===== config.mk =====
export PLATFORM = sky130hd
export DESIGN_NAME = mem_arbiter_flat
export DESIGN_NICKNAME = d
export VERILOG_FILES = /design/src/rtl/mem_arbiter_if.sv /design/src/rtl/mem_arbiter.sv /design/src/flat_wrapper.sv
export SDC_FILE = /design/constraint.sdc
export NUM_CORES = 1
export LEC_CHECK = 0
export BUFFER_PORTS_ARGS = -buffer_cell sky130_fd_sc_hd__buf_4
export CORE_MARGIN = 3
export CORE_UTILIZATION = 34
export CTS_CLUSTER_DIAMETER = 30
export DETAILED_ROUTE_END_ITERATION = 8
export PLACE_DENSITY = 0.87
export RECOVER_POWER = 100
export SLEW_MARGIN = 20
export SYNTH_ARGS = -nofsm -noshare
export SYNTH_HDL_FRONTEND = slang
export SYNTH_SLANG_ARGS = --single-unit

===== constraint.sdc =====
create_clock -name CLK -period 2.4 [get_ports CLK]
set_input_delay 0.48 -clock CLK [delete_from_list [all_inputs] [get_ports CLK]]
set_output_delay 0.48 -clock CLK [all_outputs]
set_load 0.1 [all_outputs]

===== src/rtl/mem_arbiter_if.sv =====
`default_nettype none
// ============================================================================
//  Module      : mem_arbiter_if
//  Description : Bus bundle between two memory masters (A = CPU, B = DMA /
//                loader), the two-port arbiter and a 64K x 8 synchronous
//                memory. The arbiter uses the slave view. The surrounding
//                system (masters plus memory) uses the master view.
//  Signals     : REQ_x / WE_x / ADDR_x / WDATA_x  request from master x
//                GNT_x                           combinational grant to x
//                RVALID_x / RDATA_x              read return to x
//                MEM_WE / MEM_ADDR / MEM_DIN     arbiter -> memory
//                MEM_DOUT                        memory -> arbiter
//  Revision    : 1.0  initial release
// ============================================================================
interface mem_arbiter_if #(
    parameter int ADDR_W = 16,
    parameter int DATA_W = 8
);
    // Port A (CPU)
    logic              REQ_A;
    logic              WE_A;
    logic [ADDR_W-1:0] ADDR_A;
    logic [DATA_W-1:0] WDATA_A;
    logic              GNT_A;
    logic              RVALID_A;
    logic [DATA_W-1:0] RDATA_A;

    // Port B (secondary master)
    logic              REQ_B;
    logic              WE_B;
    logic [ADDR_W-1:0] ADDR_B;
    logic [DATA_W-1:0] WDATA_B;
    logic              GNT_B;
    logic              RVALID_B;
    logic [DATA_W-1:0] RDATA_B;

    // Memory side
    logic              MEM_WE;
    logic [ADDR_W-1:0] MEM_ADDR;
    logic [DATA_W-1:0] MEM_DIN;
    logic [DATA_W-1:0] MEM_DOUT;

    modport slave (
        input  REQ_A, WE_A, ADDR_A, WDATA_A,
        input  REQ_B, WE_B, ADDR_B, WDATA_B,
        input  MEM_DOUT,
        output GNT_A, RVALID_A, RDATA_A,
        output GNT_B, RVALID_B, RDATA_B,
        output MEM_WE, MEM_ADDR, MEM_DIN
    );

    modport master (
        output REQ_A, WE_A, ADDR_A, WDATA_A,
        output REQ_B, WE_B, ADDR_B, WDATA_B,
        output MEM_DOUT,
        input  GNT_A, RVALID_A, RDATA_A,
        input  GNT_B, RVALID_B, RDATA_B,
        input  MEM_WE, MEM_ADDR, MEM_DIN
    );
endinterface
`default_nettype wire


===== src/rtl/mem_arbiter.sv =====
`default_nettype none
// ============================================================================
//  Module      : mem_arbiter
//  Description : Two-port arbiter in front of a 64K x 8 synchronous memory
//                (single write port, registered read, 1-cycle latency).
//                At most one access is issued per cycle. A read returns its
//                data one cycle later, flagged by RVALID on the issuing port.
//  Parameters  : PRIORITY_MODE 0 = fixed priority to A with a starvation
//                              guard for B, 1 = round-robin
//                MAX_WAIT      mode 0: denied B cycles before B is forced
//                              (1..255)
//                ADDR_W/DATA_W address / data width
//  Ports       : CLK      clock, rising edge
//                RESET_N  asynchronous active-low reset
//                bus      mem_arbiter_if.slave (both masters + memory)
//  Revision    : 1.0  initial release
// ============================================================================
module mem_arbiter #(
    parameter int PRIORITY_MODE = 0,
    parameter int MAX_WAIT      = 4,
    parameter int ADDR_W        = 16,
    parameter int DATA_W        = 8
) (
    input  logic         CLK,
    input  logic         RESET_N,
    mem_arbiter_if.slave bus
);

    localparam logic [7:0] c_MAX_WAIT = 8'(MAX_WAIT);

    // Which port held the most recent grant (round-robin history).
    typedef enum logic {
        LAST_A = 1'b0,
        LAST_B = 1'b1
    } last_t;

    last_t             r_last;
    last_t             w_last_nxt;
    logic [7:0]        r_wait_cnt;
    logic [7:0]        w_wait_nxt;
    logic              r_rvalid_a;
    logic              r_rvalid_b;

    logic              w_gnt_a;
    logic              w_gnt_b;
    logic              w_b_wins_tie;
    logic              w_mem_we;
    logic [ADDR_W-1:0] w_mem_addr;
    logic [DATA_W-1:0] w_mem_din;

    // ------------------------------------------------------------------
    // Grant selection. No grant while reset is asserted, so nothing can
    // reach the memory during reset even though the outputs are
    // combinational.
    // ------------------------------------------------------------------
    always_comb begin
        w_gnt_a      = 1'b0;
        w_gnt_b      = 1'b0;
        w_b_wins_tie = (PRIORITY_MODE == 0) ? (r_wait_cnt == c_MAX_WAIT)
                                            : (r_last == LAST_A);
        if (RESET_N) begin
            if (bus.REQ_A && bus.REQ_B) begin
                w_gnt_b = w_b_wins_tie;
                w_gnt_a = !w_b_wins_tie;
            end else begin
                w_gnt_a = bus.REQ_A;
                w_gnt_b = bus.REQ_B;
            end
        end
    end

    // ------------------------------------------------------------------
    // Next-state: last-grant history and B starvation counter.
    // ------------------------------------------------------------------
    always_comb begin
        w_last_nxt = r_last;
        w_wait_nxt = r_wait_cnt;
        if (w_gnt_a) begin
            w_last_nxt = LAST_A;
        end else if (w_gnt_b) begin
            w_last_nxt = LAST_B;
        end
        if (!bus.REQ_B || w_gnt_b) begin
            w_wait_nxt = 8'd0;
        end else if (r_wait_cnt < c_MAX_WAIT) begin
            w_wait_nxt = r_wait_cnt + 8'd1;
        end
    end

    // ------------------------------------------------------------------
    // Memory request mux; an idle cycle drives all zeros (the resulting
    // read of address 0 is never flagged valid).
    // ------------------------------------------------------------------
    always_comb begin
        w_mem_we   = 1'b0;
        w_mem_addr = '0;
        w_mem_din  = '0;
        if (w_gnt_a) begin
            w_mem_we   = bus.WE_A;
            w_mem_addr = bus.ADDR_A;
            w_mem_din  = bus.WDATA_A;
        end else if (w_gnt_b) begin
            w_mem_we   = bus.WE_B;
            w_mem_addr = bus.ADDR_B;
            w_mem_din  = bus.WDATA_B;
        end
    end

    // ------------------------------------------------------------------
    // State registers. The read tags line up with the memory's one-cycle
    // registered read, so RVALID and MEM_DOUT are valid in the same cycle.
    // ------------------------------------------------------------------
    always_ff @(posedge CLK or negedge RESET_N) begin
        if (!RESET_N) begin
            r_last     <= LAST_B;
            r_wait_cnt <= 8'd0;
            r_rvalid_a <= 1'b0;
            r_rvalid_b <= 1'b0;
        end else begin
            r_last     <= w_last_nxt;
            r_wait_cnt <= w_wait_nxt;
            r_rvalid_a <= w_gnt_a && !bus.WE_A;
            r_rvalid_b <= w_gnt_b && !bus.WE_B;
        end
    end

    assign bus.GNT_A    = w_gnt_a;
    assign bus.GNT_B    = w_gnt_b;
    assign bus.MEM_WE   = w_mem_we;
    assign bus.MEM_ADDR = w_mem_addr;
    assign bus.MEM_DIN  = w_mem_din;
    assign bus.RVALID_A = r_rvalid_a;
    assign bus.RVALID_B = r_rvalid_b;
    assign bus.RDATA_A  = bus.MEM_DOUT;
    assign bus.RDATA_B  = bus.MEM_DOUT;

endmodule
`default_nettype wire


===== src/flat_wrapper.sv =====
// flat-port wrapper written by rule: the top's interface ports become plain ports
module mem_arbiter_flat 
#(
    parameter int PRIORITY_MODE = 0,
    parameter int MAX_WAIT      = 4,
    parameter int ADDR_W        = 16,
    parameter int DATA_W        = 8
)
  (CLK, RESET_N, bus_REQ_A, bus_WE_A, bus_ADDR_A, bus_WDATA_A, bus_REQ_B, bus_WE_B, bus_ADDR_B, bus_WDATA_B, bus_MEM_DOUT, bus_GNT_A, bus_RVALID_A, bus_RDATA_A, bus_GNT_B, bus_RVALID_B, bus_RDATA_B, bus_MEM_WE, bus_MEM_ADDR, bus_MEM_DIN);
  mem_arbiter_if #(.ADDR_W(ADDR_W), .DATA_W(DATA_W)) bus_i ();
  input  logic CLK;
  input  logic RESET_N;
  input wire logic [$bits(bus_i.REQ_A)-1:0] bus_REQ_A;
  input wire logic [$bits(bus_i.WE_A)-1:0] bus_WE_A;
  input wire logic [$bits(bus_i.ADDR_A)-1:0] bus_ADDR_A;
  input wire logic [$bits(bus_i.WDATA_A)-1:0] bus_WDATA_A;
  input wire logic [$bits(bus_i.REQ_B)-1:0] bus_REQ_B;
  input wire logic [$bits(bus_i.WE_B)-1:0] bus_WE_B;
  input wire logic [$bits(bus_i.ADDR_B)-1:0] bus_ADDR_B;
  input wire logic [$bits(bus_i.WDATA_B)-1:0] bus_WDATA_B;
  input wire logic [$bits(bus_i.MEM_DOUT)-1:0] bus_MEM_DOUT;
  output wire logic [$bits(bus_i.GNT_A)-1:0] bus_GNT_A;
  output wire logic [$bits(bus_i.RVALID_A)-1:0] bus_RVALID_A;
  output wire logic [$bits(bus_i.RDATA_A)-1:0] bus_RDATA_A;
  output wire logic [$bits(bus_i.GNT_B)-1:0] bus_GNT_B;
  output wire logic [$bits(bus_i.RVALID_B)-1:0] bus_RVALID_B;
  output wire logic [$bits(bus_i.RDATA_B)-1:0] bus_RDATA_B;
  output wire logic [$bits(bus_i.MEM_WE)-1:0] bus_MEM_WE;
  output wire logic [$bits(bus_i.MEM_ADDR)-1:0] bus_MEM_ADDR;
  output wire logic [$bits(bus_i.MEM_DIN)-1:0] bus_MEM_DIN;
  assign bus_i.REQ_A = bus_REQ_A;
  assign bus_i.WE_A = bus_WE_A;
  assign bus_i.ADDR_A = bus_ADDR_A;
  assign bus_i.WDATA_A = bus_WDATA_A;
  assign bus_i.REQ_B = bus_REQ_B;
  assign bus_i.WE_B = bus_WE_B;
  assign bus_i.ADDR_B = bus_ADDR_B;
  assign bus_i.WDATA_B = bus_WDATA_B;
  assign bus_i.MEM_DOUT = bus_MEM_DOUT;
  assign bus_GNT_A = bus_i.GNT_A;
  assign bus_RVALID_A = bus_i.RVALID_A;
  assign bus_RDATA_A = bus_i.RDATA_A;
  assign bus_GNT_B = bus_i.GNT_B;
  assign bus_RVALID_B = bus_i.RVALID_B;
  assign bus_RDATA_B = bus_i.RDATA_B;
  assign bus_MEM_WE = bus_i.MEM_WE;
  assign bus_MEM_ADDR = bus_i.MEM_ADDR;
  assign bus_MEM_DIN = bus_i.MEM_DIN;
  mem_arbiter #(.PRIORITY_MODE(PRIORITY_MODE), .MAX_WAIT(MAX_WAIT), .ADDR_W(ADDR_W), .DATA_W(DATA_W)) u_core (.CLK(CLK), .RESET_N(RESET_N), .bus(bus_i));
endmodule

# After elaboration in Yosys (flattened, before gate mapping)
# Cells that the tools add are included.
# word_totals
word_cells,27
register_bits,10
in_bits,62
out_inout_bits,45
# op_classes
eq_ne,1
magnitude_cmp,1
n_addsub,1
n_mux,12
n_reduce_logical,9
# ops
operator,count
two-way mux 16 bit,2
two-way mux 8 bit,4
adder 8 x 1 -> 8 bit (second input constant),1
== test 8 x 3 -> 1 bit (second input constant),1
< comparator 8 x 3 -> 1 bit (second input constant),1
two-way mux 1 bit,6
zero test 1 bit,4
logical AND 1 bit,3
nonzero test 2 bit,1
logical OR 1 bit,1

# Depth between registers and ports, before layout
# Gate-level depths: netlist of the first run.
# depth
ltp_word,5
depth_mapped,7
ltp_nobuf,5

# Least setup slack after synthesis of the first run
# OpenSTA, ideal clock, no wires.
# synth_timing
path_kind,in2out
start,in RESET_N
end,out bus_GNT_B
stages,3
required_time_ns,1.920
n_path_buf,0
t_arrival_ns,2.418
setup_slack_ns,-0.498
cell_sequence,or4b_4 o21a_1 nor2_1
# synth_between
elab_chain_len,1
# synth_lines
item,line_no,rtl
from (decl),flat_wrapper.sv:12,input logic RESET_N;
two-way mux 1 bit,mem_arbiter.sv:61,if (RESET_N) begin
to (decl),flat_wrapper.sv:25,output wire logic [$bits(bus_i.GNT_B)-1:0] bus_GNT_B;
# Every way passes these cells.

# Worst setup path after layout of the first run
# layout_timing
start,reg u_core.r_wait_cnt[0]
end,out bus_MEM_ADDR[15]
# layout_between
elab_chain_len,5
elab_cells_between_ends,8
classes_between,eq/ne (1); mux (6); reduce/logical (1)
# layout_lines
item,line_no,rtl
from (decl),mem_arbiter.sv:39,logic [7:0] r_wait_cnt;
from (signal assigned),mem_arbiter.sv:121,r_wait_cnt <= w_wait_nxt;
== test 8 x 3 -> 1 bit *,mem_arbiter.sv:59,w_b_wins_tie = (PRIORITY_MODE == 0) ? (r_wait_cnt == c_MAX_WAIT)
two-way mux 1 bit / zero test 1 bit (equally long branches),"mem_arbiter.sv:62, mem_arbiter.sv:64",
two-way mux 1 bit (on tied branches),"mem_arbiter.sv:61, mem_arbiter.sv:62",
two-way mux 16 bit / two-way mux 1 bit (equally long branches),"mem_arbiter.sv:102, mem_arbiter.sv:61",
two-way mux 16 bit *,mem_arbiter.sv:98,if (w_gnt_a) begin
to (decl),flat_wrapper.sv:29,output wire logic [$bits(bus_i.MEM_ADDR)-1:0] bus_MEM_ADDR;
# Mark *: on every way between the ends. The rest lies on a longest branch, timed or not.

==> flow_metrics.py, run 1 <==
metrics = {
    "run_status": {
        "status": "complete, but fails checks",
        "failed_checks": "negative setup slack",
    },
    "logic_synthesis": {
        "syn_area_per_cell_sq_um": 10.38,
        "yosys_register_bits": 10,
        "synthMuxAreaShare_pct": 0,
        "synth_top_family_by_area": "compound AO/OA/AOI/OAI gates",
        "synth_top_area_share_pct": 26.77,
        "syn_area_sq_um": 934.6,
        "synth_xor_area_share_pct": 0,
        "yosys.area_share.adder_pct": 2.677,
        "ys_types": 23,
        "ys_seq_area_share_pct": 26.77,
        "yosys.area_share.simple_pct": 14.46,
        "synth_compound_area_share_pct": 34.81,
        "yosys_warnings": 0,
        "post-synth-top-area-cell": "a32o_1",
        "synth_fp_nets": 154,
        "synthTopCellsByArea": "a32o_1, dfrtp_1, buf_4",
        "netlist_instances": 90,
    },
    "clocking": {
        "clock_latency_ns": 0.26,
        "htreeDepth": 1,
        "cts.sinks": 10,
        "postCtsHoldBufs": 0,
        "cts_max_path_buffers": 2,
        "cts_tree": "yes",
        "clock-root-buffer": "clkbuf_4",
        "cts_buffers": 3,
        "path_clk_slew_ns": 0.06,
    },
    "floorplanning": {
        "fp-row-count": 18,
        "die_width_um": 58.43,
        "die_h_um": 58.43,
        "coreArea_sq_um": 2545,
        "die-area_sq_um": 3414,
        "ios": 107,
        "initial_utilization_pct": 36.73,
    },
    "critical_path": {
        "cp-end-kind": "primary output",
        "crit_type": "register to primary output",
        "timing.rr.start": "u_core.r_wait_cnt[3]",
        "worstSetupStartpointType": "register",
        "rrSetupSlack_ns": 0.82,
        "ff2ff_path_depth": 3,
        "crit_start": "u_core.r_wait_cnt[0]",
        "required_ns": 1.92,
        "timing.rr.end": "u_core.bus.RVALID_A",
        "crit_top_cell": "buf_12",
        "critPathMaxFanout": 25,
        "worstPathCellList": "inv_1 > ha_2 > nand4bb_4 > buf_4 > o21ai_4 > buf_12 > a32o_2 > buf_12",
        "crit_slowest_cell": "dfrtp_1",
        "slowest_delay_ns": 0.40,
        "cp.arrival_ns": 2.02,
    },
    "finish": {
        "ff_latch_area_sq_um": 250.2,
        "area_growth_pct": 97.32,
        "final_nets": 225,
        "fin_area_sq_um": 1844,
        "drive_gt1_share_pct": 76.73,
        "fillers": 155,
        "n_antenna_cell": 0,
        "multiInputGateArea_sq_um": 533.0,
    },
    "timing": {
        "fin_crit_sh_pct": 104.3,
        "rsz0062_at_grt": "yes",
        "setup_ws_ns": -0.1027,
        "setup_viol": 25,
        "tightest_slew_ns": 1.181,
        "hold_viol": 0,
        "setup_tns_ns": -2.191,
        "hold_ws_ns": 0.1642,
        "relSlewSlack_pct": 21.61,
        "slew_viol_final": 0,
        "fin_worst_skew_ns": 0.0008726,
        "min_period_ns": 2.503,
        "max_freq_mhz": 399.6,
    },
    "global_routing": {
        "grt_max_degree": 32,
        "track_usage_pct": 22.65,
        "first_global_vias": 1226,
        "antenna_found_initial": 0,
        "grt_pass1_wl_um": 5830,
        "overflow": 0,
    },
    "routing": {
        "drc": 0,
        "drtIter0Drc": 25,
        "dr.pass1.iters": 4,
        "antenna_left": 0,
        "drt-total-wl_um": 4299,
        "wl_per_cell_um": 22.75,
        "vias": 1114,
        "via_per_inst": 5.894,
    },
    "pwr": {
        "powerDensity_nw_per_um2": 438.6,
        "ir_drop_v": 0.0003073,
        "power_leakage_nw": 0.9666,
    },
    "place": {
        "postPlaceCellArea_sq_um": 1504,
        "io_buffers": 82,
        "place_congestion": 0.7533,
        "place_hpwl_um": 2570,
        "pre_cts_slack_ns": 0.04728,
    },
    "hold_path": {
        "holdCritPathClass": "input pin to async pin",
    },
    "job": {
        "drv_cap": 0,
    },
}
-- synthesized netlist by cell type (all sizes together) --
master	instances
a21oi	2
a31oi	1
a32o	25
and3	5
buf	21
clkbuf	3
dfrtp	10
ha	2
inv	3
nand2b	1
nand4b	2
nand4bb	1
nor2	3
nor2b	1
nor3	2
o211ai	1
o21a	1
o21ai	1
o311a	1
o41ai	2
or3	1
or4b	1
-- how the worst max path moves through the flow --
| stage | end |
|---|---|
| 5_1_grt | bus_MEM_ADDR[15] |
| 3_5_place_dp | bus_MEM_ADDR[6] |
| 3_3_place_gp | bus_MEM_ADDR[6] |
| 6_report | bus_MEM_ADDR[15] |
| 4_1_cts | bus_MEM_ADDR[6] |
| 2_1_floorplan | bus_GNT_B |
-- state kept, by name (all words and copies together) (netlist names) --
name and count:
u_core.bus.RVALID_B 1, u_core.bus.RVALID_A 1, u_core.r_wait_cnt 8
-- power by group --
part / total (W) / internal, W / switching [W]
sequential: 0.000177 / 0.000173 / 0.00000389
clock: 0.000110 / 0.0000577 / 0.0000524
combinational: 0.000522 / 0.000204 / 0.000318
-- placed cells by master, fill, tap and decap left out, drive strengths merged --
cell type	instances
buf	86
a32o	25
dfrtp	10
clkbuf	7
and3	5
inv	3
nor2	3
nor3	2
nand4b	2
o41ai	2
a21oi	2
ha	2
nand4bb	1
or4b	1
nand2b	1
o21a	1
or3	1
o311a	1
o21ai	1
nor2b	1
o211ai	1
a31oi	1
-- timing repair --
action | in CTS | in global routing
hold endpoints to repair | 0 | 0
resized for setup | 56 | 21
pin swaps | 2 | 2
setup endpoints to repair | 25 | 25
setup buffers | 3 | 0
-- routing by layer --
layer | GRT usage, % | part of all wire (%)
met1 | 21.97 | 31
met4 | 10.26 | 4.1
met2 | 40.51 | 54
met3 | 10.53 | 11
met5 | 0 | 0
-- area by class of cell --
class | count | share of cell area [%]
timing repair buffer | 90 | 53.66
multi-input combinational | 53 | 28.90
inverter | 3 | 0.6106
tap | 30 | 2.035
clock buffer | 3 | 1.221
sequential | 10 | 13.57
-- cells by family after synthesis --
family	Yosys count
compound gates	34
flops	10
fa+ha+maj	2
simple gates	17
buf+inv	27
-- through the flow --
step | total power (W) | utilization (%) | cells
floorplan | 0.0006034 | - | 90
global placement | 0.0006036 | 59.10 | 184
detailed placement | 0.0006090 | 59.10 | 184
CTS | 0.0007772 | 68.88 | 189
global route | 0.0008339 | 72.47 | 189
finish | 0.0008089 | 72.47 | 189
-- worst max-delay path, delay by kind of cell (launching register included) --
kind	cells	cell delay, ns
AOI/OAI and AO/OA	2	0.39
buffers and inverters	4	0.63
and+or+nand+nor	1	0.12
adders and majority gates	1	0.21
DFF	1	0.40
No activity file was read; power rests on OpenSTA's default activity.
==> inputs of run 2 (changes only) <==
--- a/config.mk
+++ b/config.mk
@@ -5,9 +5,10 @@
 export SDC_FILE = /design/constraint.sdc
 export NUM_CORES = 1
 export LEC_CHECK = 0
+export ABC_AREA = 1
 export BUFFER_PORTS_ARGS = -buffer_cell sky130_fd_sc_hd__buf_4
 export CORE_MARGIN = 3
-export CORE_UTILIZATION = 34
+export CORE_UTILIZATION = 35
 export CTS_CLUSTER_DIAMETER = 30
 export DETAILED_ROUTE_END_ITERATION = 8
 export PLACE_DENSITY = 0.87
==> flow_metrics.py, run 2 <==
metrics = {
    "clocking": {
        "cts_buffers": 3,
        "path_clk_slew_ns": 0.06,
        "postCtsHoldBufs": 0,
        "cts.sinks": 10,
        "cts_tree": "yes",
        "clock-root-buffer": "clkbuf_4",
        "cts_max_path_buffers": 2,
        "clock_latency_ns": 0.26,
        "htreeDepth": 1,
    },
    "critical_path": {
        "timing.rr.start": "u_core.r_wait_cnt[0]",
        "worstPathCellList": "inv_1 > ha_1 > nand3_2 > o21ai_4 > buf_12 > nand3_1 > o21ai_1 > buf_4",
        "critPathMaxFanout": 22,
        "crit_buf_inv": 3,
        "worstSetupStartpointType": "register",
        "crit_start": "u_core.r_wait_cnt[0]",
        "cp-end-kind": "primary output",
        "slowest_delay_ns": 0.40,
        "required_ns": 1.92,
        "rrSetupSlack_ns": 0.81,
        "crit_slowest_cell": "dfrtp_1",
        "crit_type": "register to primary output",
        "cp.arrival_ns": 1.80,
        "crit_family": "buffers and inverters",
    },
    "run_status": {
        "status": "finished, final reports clean",
    },
    "finish": {
        "final_nets": 285,
        "top_register": "u_core.r_wait_cnt",
        "layout_common_cells": "buf_4, inv_1, nand3_1, o21ai_1, nor2_1",
        "largest_register_ffs": 8,
        "n_antenna_cell": 0,
        "layout_commonest_cell": "buf_4",
        "area_growth_pct": 61.79,
        "drive_gt1_share_pct": 43.18,
        "fin_area_sq_um": 1605,
    },
    "logic_synthesis": {
        "syn_area_sq_um": 992.2,
        "synthTopCellsByCount": "inv_1, nand3_1, o21ai_1",
        "synth_fp_nets": 217,
        "netlist_instances": 153,
        "synthTopCellsByArea": "dfrtp_1, inv_1, buf_4",
        "synth_top_area_share_pct": 25.22,
        "ys_types": 18,
        "ys_async_sr_fraction_pct": 100.0,
        "ys_seq_area_share_pct": 25.22,
        "syn_area_per_cell_sq_um": 6.485,
        "yosys_register_bits": 10,
        "synth_edf_count": 0,
        "yosys_most_used_dff": "dfrtp_1",
        "yosys_warnings": 0,
        "synth_most_common_cell": "inv_1",
        "post-synth-top-area-cell": "dfrtp_1",
    },
    "floorplanning": {
        "fp-row-count": 18,
        "die-area_sq_um": 3510,
        "die_width_um": 59.25,
        "coreArea_sq_um": 2590,
        "die_h_um": 59.25,
        "ios": 107,
        "initial_utilization_pct": 38.31,
    },
    "timing": {
        "min_period_ns": 2.284,
        "tightest_slew_ns": 1.171,
        "max_freq_mhz": 437.9,
        "setup_ws_ns": 0.1165,
        "relSlewSlack_pct": 22.27,
        "hold_ws_ns": 0.03971,
        "slew_viol_final": 0,
        "fin_crit_sh_pct": 95.15,
        "rsz0062_at_grt": "no",
        "setup_tns_ns": 0,
        "fin_worst_skew_ns": 0.002561,
        "hold_viol": 0,
        "setup_viol": 0,
    },
    "pwr": {
        "power_leakage_nw": 0.9179,
        "ir_drop_v": 0.0004178,
        "powerDensity_nw_per_um2": 488.6,
    },
    "routing": {
        "drc": 0,
        "vias": 1159,
        "antenna_left": 0,
        "drtIter0Drc": 52,
        "via_per_inst": 4.636,
        "wl_per_cell_um": 11.88,
        "drt-total-wl_um": 2971,
        "dr.pass1.iters": 4,
    },
    "global_routing": {
        "track_usage_pct": 16.08,
        "grt_pass1_wl_um": 4326,
        "grt_max_degree": 27,
        "antenna_found_initial": 0,
        "overflow": 0,
        "first_global_vias": 1065,
    },
    "place": {
        "place_congestion": 0.7583,
        "pre_cts_slack_ns": 0.1943,
        "io_buffers": 82,
        "postPlaceCellArea_sq_um": 1520,
        "place_hpwl_um": 2359,
    },
    "job": {
        "drv_cap": 0,
    },
    "hold_path": {
        "holdCritPathClass": "input pin to async pin",
    },
}
==> run 2: cell types whose count changed in the layout (fill, tap and decap cells not counted), sizes merged, moves of 2 or more <==
cell	previous run	this run
a32o	25	0
and3	5	0
buf	86	81
inv	3	37
nand2	0	10
nand3	0	28
nand4b	2	0
nor2	3	15
nor3	2	0
o21ai	1	26
o41ai	2	0
==> run 2: path summary, 6_finish.rpt <==
kind / to / cells after the start
worst max-delay path: bus_MEM_ADDR[9] / 8
worst min-delay path: u_core.bus.RVALID_A / 1
worst max register to register: u_core.r_wait_cnt[7] / 8
worst min register to register: u_core.r_wait_cnt[6] / 2
max in group asynchronous: u_core.r_wait_cnt[3] / 1
min in group CLK: u_core.bus.RVALID_B / 2
==> run 2: power by group <==
| part | internal, W | total, W | switching [W] | leakage, nW |
|---|---|---|---|---|
| clock | 0.0000920 | 0.000147 | 0.0000548 | 0.0210 |
| combinational | 0.000135 | 0.000459 | 0.000324 | 0.760 |
| sequential | 0.000174 | 0.000179 | 0.00000430 | 0.137 |
| total | 0.000402 | 0.000784 | 0.000383 | 0.918 |
==> run 2: repair_timing <==
item	in CTS	in global routing
pin swaps	0	2
endpoints found under the setup margin	25	24
buffers inserted	0	1
resized for setup	23	4
==> run 2: through the flow <==
stage / utilization (%) / std cells / total power [W]
global placement: 58.70 / 245 / 0.0006279
floorplan: - / 153 / 0.0006208
CTS: 63.48 / 249 / 0.0008057
finish: 61.98 / 250 / 0.0007844
global route: 61.98 / 250 / 0.0008226
detailed placement: 58.70 / 245 / 0.0006323
==> run 2: cell type report <==
cell class | instances | area, sq um
fillers | 244 | 984.7
repair buffers | 85 | 689.4
multi-input cells | 83 | 449.2
flip-flops and latches | 10 | 250.2
inverters | 38 | 142.6
well taps | 30 | 37.54
clock buffers | 4 | 36.28
==> run 2: logic make-up after synthesis <==
logic type | synth area share (%)
buf+inv | 31.02
simple gates | 25.60
compound gates | 14.75
flops | 25.22
fa+ha+maj | 2.522
xor+xnor | 0.8829
==> run 2: routing by layer <==
metal  routed length [um]  track usage (%)  up-vias
li1                     -                -      592
met4                   89            9.709        0
met5                    0                0        -
met2                 1545            29.64       59
met3                  325            3.268       14
met1                 1011            16.31      494
